===== src/rtl/proc_control_fsm.sv =====
// Multicycle T0..T3 control sequencer for the bus-based processor: register-select codes,
// decoder enables, A/G/IR strobes, bus source selects and Done. Optional mvnz opcode: CTRL_MVNZ_EN.
module proc_control_fsm #(
    parameter int unsigned IR_W  = 9,
    parameter int unsigned SEL_W = 3
) (
    input  logic             Clock,
    input  logic             Resetn,
    input  logic             Run,
    input  logic [IR_W-1:0]  IR,
    input  logic             GNZ,
    output logic             IRin,
    output logic [SEL_W-1:0] RinSel,
    output logic             RinEn,
    output logic [SEL_W-1:0] RoutSel,
    output logic             RoutEn,
    output logic             Ain,
    output logic             Gin,
    output logic             Gout,
    output logic             DINout,
    output logic             AddSub,
    output logic             Done,
    output logic [1:0]       Tstep
);

    localparam int unsigned OP_W = 3;
    localparam logic [OP_W-1:0] OP_MV   = 3'b000;
    localparam logic [OP_W-1:0] OP_MVI  = 3'b001;
    localparam logic [OP_W-1:0] OP_ADD  = 3'b010;
    localparam logic [OP_W-1:0] OP_SUB  = 3'b011;
`ifdef CTRL_MVNZ_EN
    localparam logic [OP_W-1:0] OP_MVNZ = 3'b100;
`endif

    typedef enum logic [1:0] {
        T0 = 2'd0,
        T1 = 2'd1,
        T2 = 2'd2,
        T3 = 2'd3
    } state_t;

    state_t            r_state;
    state_t            w_next;
    logic [OP_W-1:0]   w_op;
    logic [SEL_W-1:0]  w_x;
    logic [SEL_W-1:0]  w_y;
    logic              w_is_alu;

    assign w_op     = IR[8:6];
    assign w_x      = SEL_W'(IR[5:3]);
    assign w_y      = SEL_W'(IR[2:0]);
    assign w_is_alu = (w_op == OP_ADD) || (w_op == OP_SUB);
    assign Tstep    = 2'(r_state);

`ifndef CTRL_MVNZ_EN
    logic w_unused_gnz;
    assign w_unused_gnz = GNZ;
`endif

    // Timestep register; reset returns to T0 without waiting for a clock
    always_ff @(posedge Clock or negedge Resetn) begin
        if (!Resetn) begin
            r_state <= T0;
        end else begin
            r_state <= w_next;
        end
    end

    // Next-state and strobe decode
    always_comb begin
        w_next  = T0;
        IRin    = 1'b0;
        RinSel  = '0;
        RinEn   = 1'b0;
        RoutSel = '0;
        RoutEn  = 1'b0;
        Ain     = 1'b0;
        Gin     = 1'b0;
        Gout    = 1'b0;
        DINout  = 1'b0;
        AddSub  = 1'b0;
        Done    = 1'b0;
        case (r_state)
            T0: begin
                IRin   = Run & Resetn;
                w_next = Run ? T1 : T0;
            end
            T1: begin
                case (w_op)
                    OP_MV: begin
                        RoutSel = w_y;
                        RoutEn  = 1'b1;
                        RinSel  = w_x;
                        RinEn   = 1'b1;
                        Done    = 1'b1;
                    end
                    OP_MVI: begin
                        DINout = 1'b1;
                        RinSel = w_x;
                        RinEn  = 1'b1;
                        Done   = 1'b1;
                    end
                    OP_ADD, OP_SUB: begin
                        RoutSel = w_x;
                        RoutEn  = 1'b1;
                        Ain     = 1'b1;
                        w_next  = T2;
                    end
`ifdef CTRL_MVNZ_EN
                    OP_MVNZ: begin
                        Done = 1'b1;
                        if (GNZ) begin
                            RoutSel = w_y;
                            RoutEn  = 1'b1;
                            RinSel  = w_x;
                            RinEn   = 1'b1;
                        end
                    end
`endif
                    default: begin
                        Done = 1'b1;
                    end
                endcase
            end
            T2: begin
                // Non-ALU opcodes here are glitch recovery: stay silent, return to T0
                if (w_is_alu) begin
                    RoutSel = w_y;
                    RoutEn  = 1'b1;
                    Gin     = 1'b1;
                    AddSub  = IR[6];
                    w_next  = T3;
                end
            end
            T3: begin
                if (w_is_alu) begin
                    Gout   = 1'b1;
                    RinSel = w_x;
                    RinEn  = 1'b1;
                    Done   = 1'b1;
                end
            end
            default: begin
                w_next = T0;
            end
        endcase
    end

endmodule


===== config.mk =====
export PLATFORM = sky130hd
export DESIGN_NAME = proc_control_fsm
export DESIGN_NICKNAME = d
export VERILOG_FILES = /design/src/rtl/proc_control_fsm.sv
export SDC_FILE = /design/constraint.sdc
export NUM_CORES = 1
export LEC_CHECK = 0
export BUFFER_PORTS_ARGS = -buffer_cell sky130_fd_sc_hd__buf_2
export CAP_MARGIN = 10
export CORE_AREA = 2 2 39 41
export CTS_CLUSTER_SIZE = 8
export DETAILED_ROUTE_END_ITERATION = 8
export DIE_AREA = 0 0 41 43
export SLEW_MARGIN = 20
export SYNTH_ARGS = -nofsm -noshare
export SYNTH_HDL_FRONTEND = slang
export SYNTH_SLANG_ARGS = --single-unit

===== constraint.sdc =====
create_clock -name Clock -period 2 [get_ports Clock]
set_input_delay 0.2 -clock Clock [delete_from_list [all_inputs] [get_ports Clock]]
set_output_delay 0.2 -clock Clock [all_outputs]
set_load 0.03 [all_outputs]

* After elaboration in Yosys (flattened, before gate mapping)
Cells that the tools add are included.
Cells by class: $mul 0, reductions and logical operators 6, shift operators 0, bitwise gates (word level) 1, $lt $le $gt $ge 0, mux-type cells 26, eq/ne operators 6, div/mod/pow operators 0, add/subtract/negate cells 0
Operator list (count):
- $pmux W3 S2 | 3
- $mux W1 | 14
- $mux W3 | 3
- $eq A3 B2 Y1 const B | 2
- $pmux W1 S2 | 3
- $pmux W2 S3 | 1
- $eq A2 B2 Y1 const B | 2
- $mux W2 | 2
- $reduce_or A2 Y1 | 2
- $eq A3 B1 Y1 const B | 1
- $logic_not A3 Y1 | 1
- $reduce_or A3 Y1 | 1
- $eq A2 B1 Y1 const B | 1
- $logic_not A2 Y1 | 1
- $and A1 B1 Y1 | 1
- $logic_or A1 B1 Y1 | 1
Storage, ports and cells: latch bits 0, RAM bits 0, output and inout port bits 17, word-level logic and storage cells 40, register bits after elaboration 2, memories kept 0, bits in read-only memories 0

* Logic depth before layout (Yosys ltp)
Gate-level depths: netlist (run 1).
depth in word-level cells 4, depth in mapped cells 5, depth with buffers taken out 5

* Worst setup path after synthesis (run 1)
OpenSTA, ideal clock, no wires.
path type register to output, start register r_state[1] (netlist: Tstep[1]), end output DINout, cell stages (with the launch flop) 4, slack -0.075 ns, arrival 1.875 ns, path buffers 0, cells stage by stage dfrtp_1 inv_1 ha_1 nor4b_1
Between the ends: longest elaborated chain between the ends 2
Ends and longest elaborated chain:
- start: declaration | line 42 | state_t r_state;
- start signal: assignment | line 65 | r_state <= w_next;
- $eq A2 B1 Y1 | line 83 | case (r_state)
- $mux W1 | line 83
- end: declaration | line 20 | output logic DINout,
Every way passes these cells.

* Worst setup path in the final report (run 1)
start register r_state[1] (netlist: Tstep[1]), end output RoutSel[0]
Between the ends: longest elaborated chain between the ends 2, elaborated cells on any way between the ends 3
Ends and longest elaborated chain:
- $eq A2 B2 Y1 or $eq A2 B1 Y1 (tied branches) | line 83
- $pmux W3 S2 * | line 83
- end: declaration | line 15 | output logic [SEL_W-1:0] RoutSel,
Mark *: on every way between the ends. The rest lies on a longest branch, timed or not.

==> summary.md, run 1 <==
| Metric | Value |
|---|---|
| DR WL/cell | `10.2 um` |
| Clock latency on the worst-skew pair | `0.23 ns` |
| TritonRoute pass-1 iters | `2` |
| Cell Pwr Density | `476 nW/um^2` |
| WP data required | `1.80 ns` |
| Leading cell type in the layout, fill and taps excluded | `buf_2` |
| Power share of the clock group | `0.353` |
| Crit path DAT | `1.71 ns` |
| Post-CTS setup buffers | `0` |
| Max rail drop VDD | `0.296 mV` |
| Fraction of power spent switching nets | `0.378` |
| Post-DP HPWL | `700 um` |
| Combinational Power Share | `0.460` |
| CTS root buf | `clkbuf_4` |
| Share of cells above drive strength 1 | `0.638` |
| Num rows | `14` |
| Detailed-route via count | `394` |
| Antenna fix cells | `0` |
| Register area share after synthesis | `0.165` |
| Setup_tns | `0 ns` |
| Worst Hold Class | `in2reg` |
| Critical Path Source Type | `register` |
| Multi-input logic area | `262 um^2` |
| Crit share post-route | `0.954` |
| Starting DRT DRC Count | `4` |
| Fill cells | `158` |
| Seq cells post-synth | `2` |
| Post-route ant nets | `0` |
| H-Tree Depth | `1` |
| Core Util, Final | `0.392` |
| Clock Skews | `0.00431 ns` |
| Number of port buffers | `28` |
| GR Util All Layers | `0.114` |
| Yosys warnings | `0` |
| Syn Area/Cell | `8.45 um^2` |
| Max clock buf depth | `2` |
| Clock sink total | `2` |
| Fin Hold WS | `0.265 ns` |
| Final setup viols | `0` |
| Endpoints failing hold | `0` |
| GPL Wtd Cong | `0.686` |
| First-pass GRT wire length | `1.32 mm` |
| CTS buffer count | `3` |
| Synth Instances | `36` |
| Die Ht | `43 um` |
| Max FFs per register | `2` |
| Critical path peak fanout | `4` |
| Synth-to-Final Area Change | `78.2%` |
| Net Count, Synth | `53` |
| Max-cap violations | `0` |
| Final nets | `88` |
| RSZ-0062 raised after global routing | `false` |
| Slew margin rel. | `0.860` |
| Flip-flop and latch area | `50.0 um^2` |
| Gr ovfl total | `0` |
| Vias in the first global route | `362` |
| Total power | `0.000258 W` |
| Residual DRC count | `0` |
| Status | `finished clean` |
| Most frequent cells in the layout | `buf_2, and2_1, ha_1` |
| Via/cell ratio | `4.64` |
| CTS clk-pin slew, worst paths | `0.03 ns` |
| Sequential share of power | `0.187` |
| Post-Syn Area | `304 um^2` |
| Pint | `0.000160 W` |
| Net switching power figure | `0.0000975 W` |
| Die width | `41 um` |
| CTS tree | `built` |
| Core ar. | `1380 um^2` |
| Initial antenna violation count | `0` |
| Total wire length | `865 um` |
| Post-synth cell types | `20` |
| # IOs | `30` |
| Initial core utilization | `0.220` |
| Worst slew pin tran | `0.210 ns` |
| Leakage | `0.312 nW` |
| Slew Viols, Final | `0` |
| Fin crit period | `1.91 ns` |
| Achievable Freq | `0.524 GHz` |
| Setup CP Type | `reg2out` |
| Die area | `1760 um^2` |
| Crit. End Element | `primary output` |
| Pin count of the biggest net entering global routing | `9` |
[stage by stage]
stage          instances  instance area (um^2)  worst slack, ns
6_report              85                   542           0.0922
2_1_floorplan         36                   310           0.0268
3_5_place_dp          81                   478            0.252
4_1_cts               85                   513          0.00344
5_1_grt               85                   542          0.00879
3_3_place_gp          81                   478            0.265
[layer usage]
metal	vias to the layer above	global-route usage	routed length, um
met3	2	0.0314	92
li1	193	-	-
met5	-	0	0
met2	21	0.175	427
met4	0	0.100	19
met1	178	0.118	325
[power by group through the flow]
| stage | Clock (W) | Combinational (W) | Sequential, W |
|---|---|---|---|
| after floorplan | 0 | 0.0000638 | 0.0000554 |
| after global placement | 0 | 0.000110 | 0.0000485 |
| after detailed placement | 0 | 0.000110 | 0.0000486 |
| after CTS | 0.0000974 | 0.000113 | 0.0000482 |
| after global routing | 0.000101 | 0.000130 | 0.0000488 |
| final | 0.0000910 | 0.000119 | 0.0000482 |
[final cells by class]
cell class	count	share of cell area
timing repair buffer	30	0.326
multi-input combinational	31	0.483
clock buffer	3	0.0416
sequential	2	0.0924
tap	16	0.0370
inverter	3	0.0208
[synthesized netlist by cell type]
library cell	number	area (um^2)
nor4b_1	1	8.76
and2_2	1	7.51
mux2i_1	1	10.0
inv_1	3	11.3
and2b_4	1	10.0
a21oi_2	1	8.76
mux2_2	1	11.3
and3_2	1	7.51
and2_1	5	31.3
a21oi_1	1	5.00
and3_1	2	12.5
o21ai_0	2	10.0
ha_1	4	50.1
nor2_1	3	11.3
dfrtp_1	2	50.1
a22oi_1	1	7.51
a22o_2	3	30.0
or3b_1	1	8.76
or2b_2	1	8.76
nand2_1	1	3.75
[path summary, 6_finish.rpt]
kind | startpoint | to | slack (ns) | cells after the start
setup / recovery | Tstep[1]$_DFF_PN0_ | RoutSel[0] | 0.09 | 6
hold / removal | Run | Tstep[0]$_DFF_PN0_ | 0.26 | 3
setup reg to reg | Tstep[1]$_DFF_PN0_ | Tstep[1]$_DFF_PN0_ | 0.92 | 5
hold reg to reg | Tstep[0]$_DFF_PN0_ | Tstep[1]$_DFF_PN0_ | 0.73 | 2
max in group asynchronous | Resetn | Tstep[0]$_DFF_PN0_ | 1.60 | 2
min in group asynchronous | Resetn | Tstep[1]$_DFF_PN0_ | 0.30 | 2
[cells by family after synthesis]
group,synth area share
AOI/OAI and AO/OA,0.202
adders and majority gates,0.165
buffers and inverters,0.0370
DFF,0.165
muxes,0.0700
and+or+nand+nor,0.362
[timing repair]
action                                  CTS  global route
hold endpoints to repair                  2             0
hold buffers                              1             0
endpoints found under the setup margin    1             3
resized for setup                         1            11
[worst max-delay path, cell delays in order, from the launching register on]
cell and delay, ns:
dfrtp_1 0.40, inv_2 0.07, ha_1 0.14, or3b_4 0.39, a21oi_4 0.17, a22o_2 0.17, buf_6 0.12
Power figures use the tool's default switching activity.
==> run 2, diff against run 1 <==
Settings changed: RECOVER_POWER set to 100.
==> run 2 against run 1 <==
Global-route usage unchanged. Worst hold slack about the same. Total power fell by 1.1%. Sequential power about the same. Die area stayed put. Critical path depth stayed put. Final cell count did not move. Core utilization shrank 0.99 points. Sequential cell count did not move. Clock skew about the same. Via count is 0.25% higher. Sequential share of layout area up 0.24 points.
==> summary.md, run 2 (synthesis gave the netlist of run 1 again) <==
| Metric | Value |
|---|---|
| Status | `finished clean` |
| Initial antenna violation count | `0 (unchanged)` |
| Clock latency on the worst-skew pair | `0.23 ns (about the same)` |
| Max FFs per register | `2 (unchanged)` |
| FF-to-FF Start | `Tstep[1]$_DFF_PN0_` |
| Vias in the first global route | `362 (unchanged)` |
| Share of cells above drive strength 1 | `0.478 (-0.159)` |
| Clock sink total | `2 (unchanged)` |
| Number of port buffers | `28 (unchanged)` |
| Pin count of the biggest net entering global routing | `9 (unchanged)` |
| Delay-heaviest family, CP | `flip-flops` |
| # IOs | `30 (unchanged)` |
| Antenna fix cells | `0 (unchanged)` |
| Critical path, cell by cell | `inv_2 > ha_1 > or3b_4 > a21oi_4 > a22o_2 > buf_6` |
| Worst slew pin tran | `0.369 ns (+0.160 ns)` |
| Synth-to-Final Area Change | `73.7%` |
| Clock Skews | `0.00446 ns (+0.000153 ns)` |
| Post-CTS setup buffers | `0 (unchanged)` |
| Die Ht | `43 um (unchanged)` |
| Initial core utilization | `0.220 (unchanged)` |
| Max rail drop VDD | `0.296 mV (about the same)` |
| Post-DP HPWL | `700 um (unchanged)` |
| H-Tree Depth | `1 (unchanged)` |
| CTS root buf | `clkbuf_4` |
| Leading cell type in the layout, fill and taps excluded | `clkbuf_1` |
| GPL Wtd Cong | `0.686 (unchanged)` |
| Leakage | `0.265 nW (-15%)` |
| Number of cells on the critical path | `6 (unchanged)` |
| Setup_tns | `0 ns (unchanged)` |
| Max clock buf depth | `2 (unchanged)` |
| Most frequent cells in the layout | `clkbuf_1, buf_2, and2_1, ha_1, clkbuf_2` |
| Crit share post-route | `0.956 (+0.00169)` |
| Residual DRC count | `0 (unchanged)` |
| WP data required | `1.80 ns (about the same)` |
| Total wire length | `865 um (unchanged)` |
| Sequential share of power | `0.190 (+0.003)` |
| Die width | `41 um (unchanged)` |
| GR Util met2 | `0.175 (unchanged)` |
| Total power | `0.000255 W (-1.1%)` |
| Slew Viols, Final | `0 (unchanged)` |
| Core ar. | `1380 um^2 (unchanged)` |
| CP bufs+invs | `2 (unchanged)` |
| Worst r2r dst | `Tstep[1]$_DFF_PN0_` |
| Crit. End Element | `primary output` |
| Gr ovfl total | `0 (unchanged)` |
| Fill cells | `162 (+2.5%)` |
| Detailed-route via count | `395 (+0.25%)` |
| GRT busiest layer | `met2` |
| Pint | `0.000157 W (-2.1%)` |
| Slowest cell delay on critical path | `0.41 ns (about the same)` |
| Achievable Freq | `0.523 GHz (-0.18%)` |
| Crit path DAT | `1.71 ns (about the same)` |
| Non-Filler Instances | `85 (unchanged)` |
| Fin crit period | `1.91 ns (+0.00338 ns)` |
| RSZ-0062 raised after global routing | `false` |
| CTS clk-pin slew, worst paths | `0.03 ns (about the same)` |
| Slowest stage cell, crit path | `dfrtp_1` |
| Net switching power figure | `0.0000980 W (+0.53%)` |
| Post-route ant nets | `0 (unchanged)` |
| End point of the critical path | `RoutSel[0]` |
| Via/cell ratio | `4.65 (+0.25%)` |
| DR WL/cell | `10.2 um (unchanged)` |
| CTS buffer count | `3 (unchanged)` |
| Max-cap violations | `0 (unchanged)` |
| Met3 track demand over resource | `0.0314 (unchanged)` |
| Endpoints failing hold | `0 (unchanged)` |
| Fraction of power spent switching nets | `0.385 (+0.00629)` |
| Met1 GRT Util | `0.118 (unchanged)` |
| Combinational Power Share | `0.453 (-0.007)` |
| Crit. Startpoint | `Tstep[1]$_DFF_PN0_` |
| Num rows | `14 (unchanged)` |
| Starting DRT DRC Count | `4 (unchanged)` |
| First-pass GRT wire length | `1.32 mm (unchanged)` |
| Worst R2R Setup Slack | `0.91 ns (about the same)` |
| GR Util All Layers | `0.114 (unchanged)` |
| Critical path peak fanout | `4 (unchanged)` |
| Final setup viols | `0 (unchanged)` |
| Setup CP Type | `reg2out` |
| Slew margin rel. | `0.755 (-0.105)` |
| Die area | `1760 um^2 (unchanged)` |
| Cell Pwr Density | `483 nW/um^2 (+1.5%)` |
| Final nets | `88 (unchanged)` |
| CTS tree | `built` |
| TritonRoute pass-1 iters | `2 (unchanged)` |
| R2R cell count | `5 (unchanged)` |
| Power share of the clock group | `0.357 (+0.004)` |
| Cells after DPL | `81 (unchanged)` |
| Critical Path Source Type | `register` |
| Worst Hold Class | `in2reg` |
## run 2: changes by cell type in the layout (fill, tap and decap cells not counted)
cell,delta
buf_2,-15
clkbuf_1,+11
clkbuf_2,+4
## run 2: how the worst min path moves through the flow
stage                 from                  to  slack [ns]  cells after the start
global placement    Resetn  Tstep[1]$_DFF_PN0_      -0.005                      1
finish                 Run  Tstep[0]$_DFF_PN0_        0.26                      3
detailed placement  Resetn  Tstep[0]$_DFF_PN0_      -0.005                      1
CTS                    Run  Tstep[0]$_DFF_PN0_        0.26                      3
global route           Run  Tstep[0]$_DFF_PN0_        0.30                      3
floorplan           Resetn  Tstep[0]$_DFF_PN0_        -0.1                      0
## run 2: final cells by class
| class | instances | area [um^2] | share of cell area |
|---|---|---|---|
| multi-input cells | 31 | 262 | 0.495 |
| inverters | 3 | 11.3 | 0.0213 |
| flip-flops and latches | 2 | 50.0 | 0.0948 |
| repair buffers | 30 | 163 | 0.308 |
| well taps | 16 | 20.0 | 0.0379 |
| clock buffers | 3 | 22.5 | 0.0427 |
## run 2: repair_timing
action / in CTS / in global routing
endpoints found under the hold margin: 2 / 0
setup endpoints to repair: 1 / 3
pin swaps: 0 / 0
gates cloned: 0 / 0
resized for setup: 1 / 11
hold buffers: 1 / 0
## run 2: worst register-to-register path, delay by kind of cell (launching register included)
family / cells / cell delay, ns
flops: 1 / 0.39
fa+ha+maj: 1 / 0.18
buf+inv: 2 / 0.20
compound gates: 1 / 0.14
simple gates: 1 / 0.05
## run 2: per-stage QoR
step                      worst slack (ns)  instance area (um^2)  hold slack [ns]   util
after detailed placement             0.252                   478         -0.00542  0.345
after global routing               0.00561                   528            0.296  0.382
after floorplan                     0.0268                   310          -0.0956      -
after CTS                          0.00344                   513            0.255  0.371
after global placement               0.265                   478         -0.00540  0.345
final                               0.0888                   528            0.265  0.382
## run 2: power by group through the flow
stage	Combinational (W)	Clock [W]	Sequential, W
final	0.000115	0.0000911	0.0000483
after global routing	0.000127	0.000101	0.0000489
after CTS	0.000113	0.0000974	0.0000482
after detailed placement	0.000110	0	0.0000486
after global placement	0.000110	0	0.0000485
after floorplan	0.0000638	0	0.0000554
## run 2: layer usage
layer	wire length, um	vias to the layer above
li1	-	192
met1	325	180
met2	430	21
met3	89	2
met4	19	0
met5	0	-
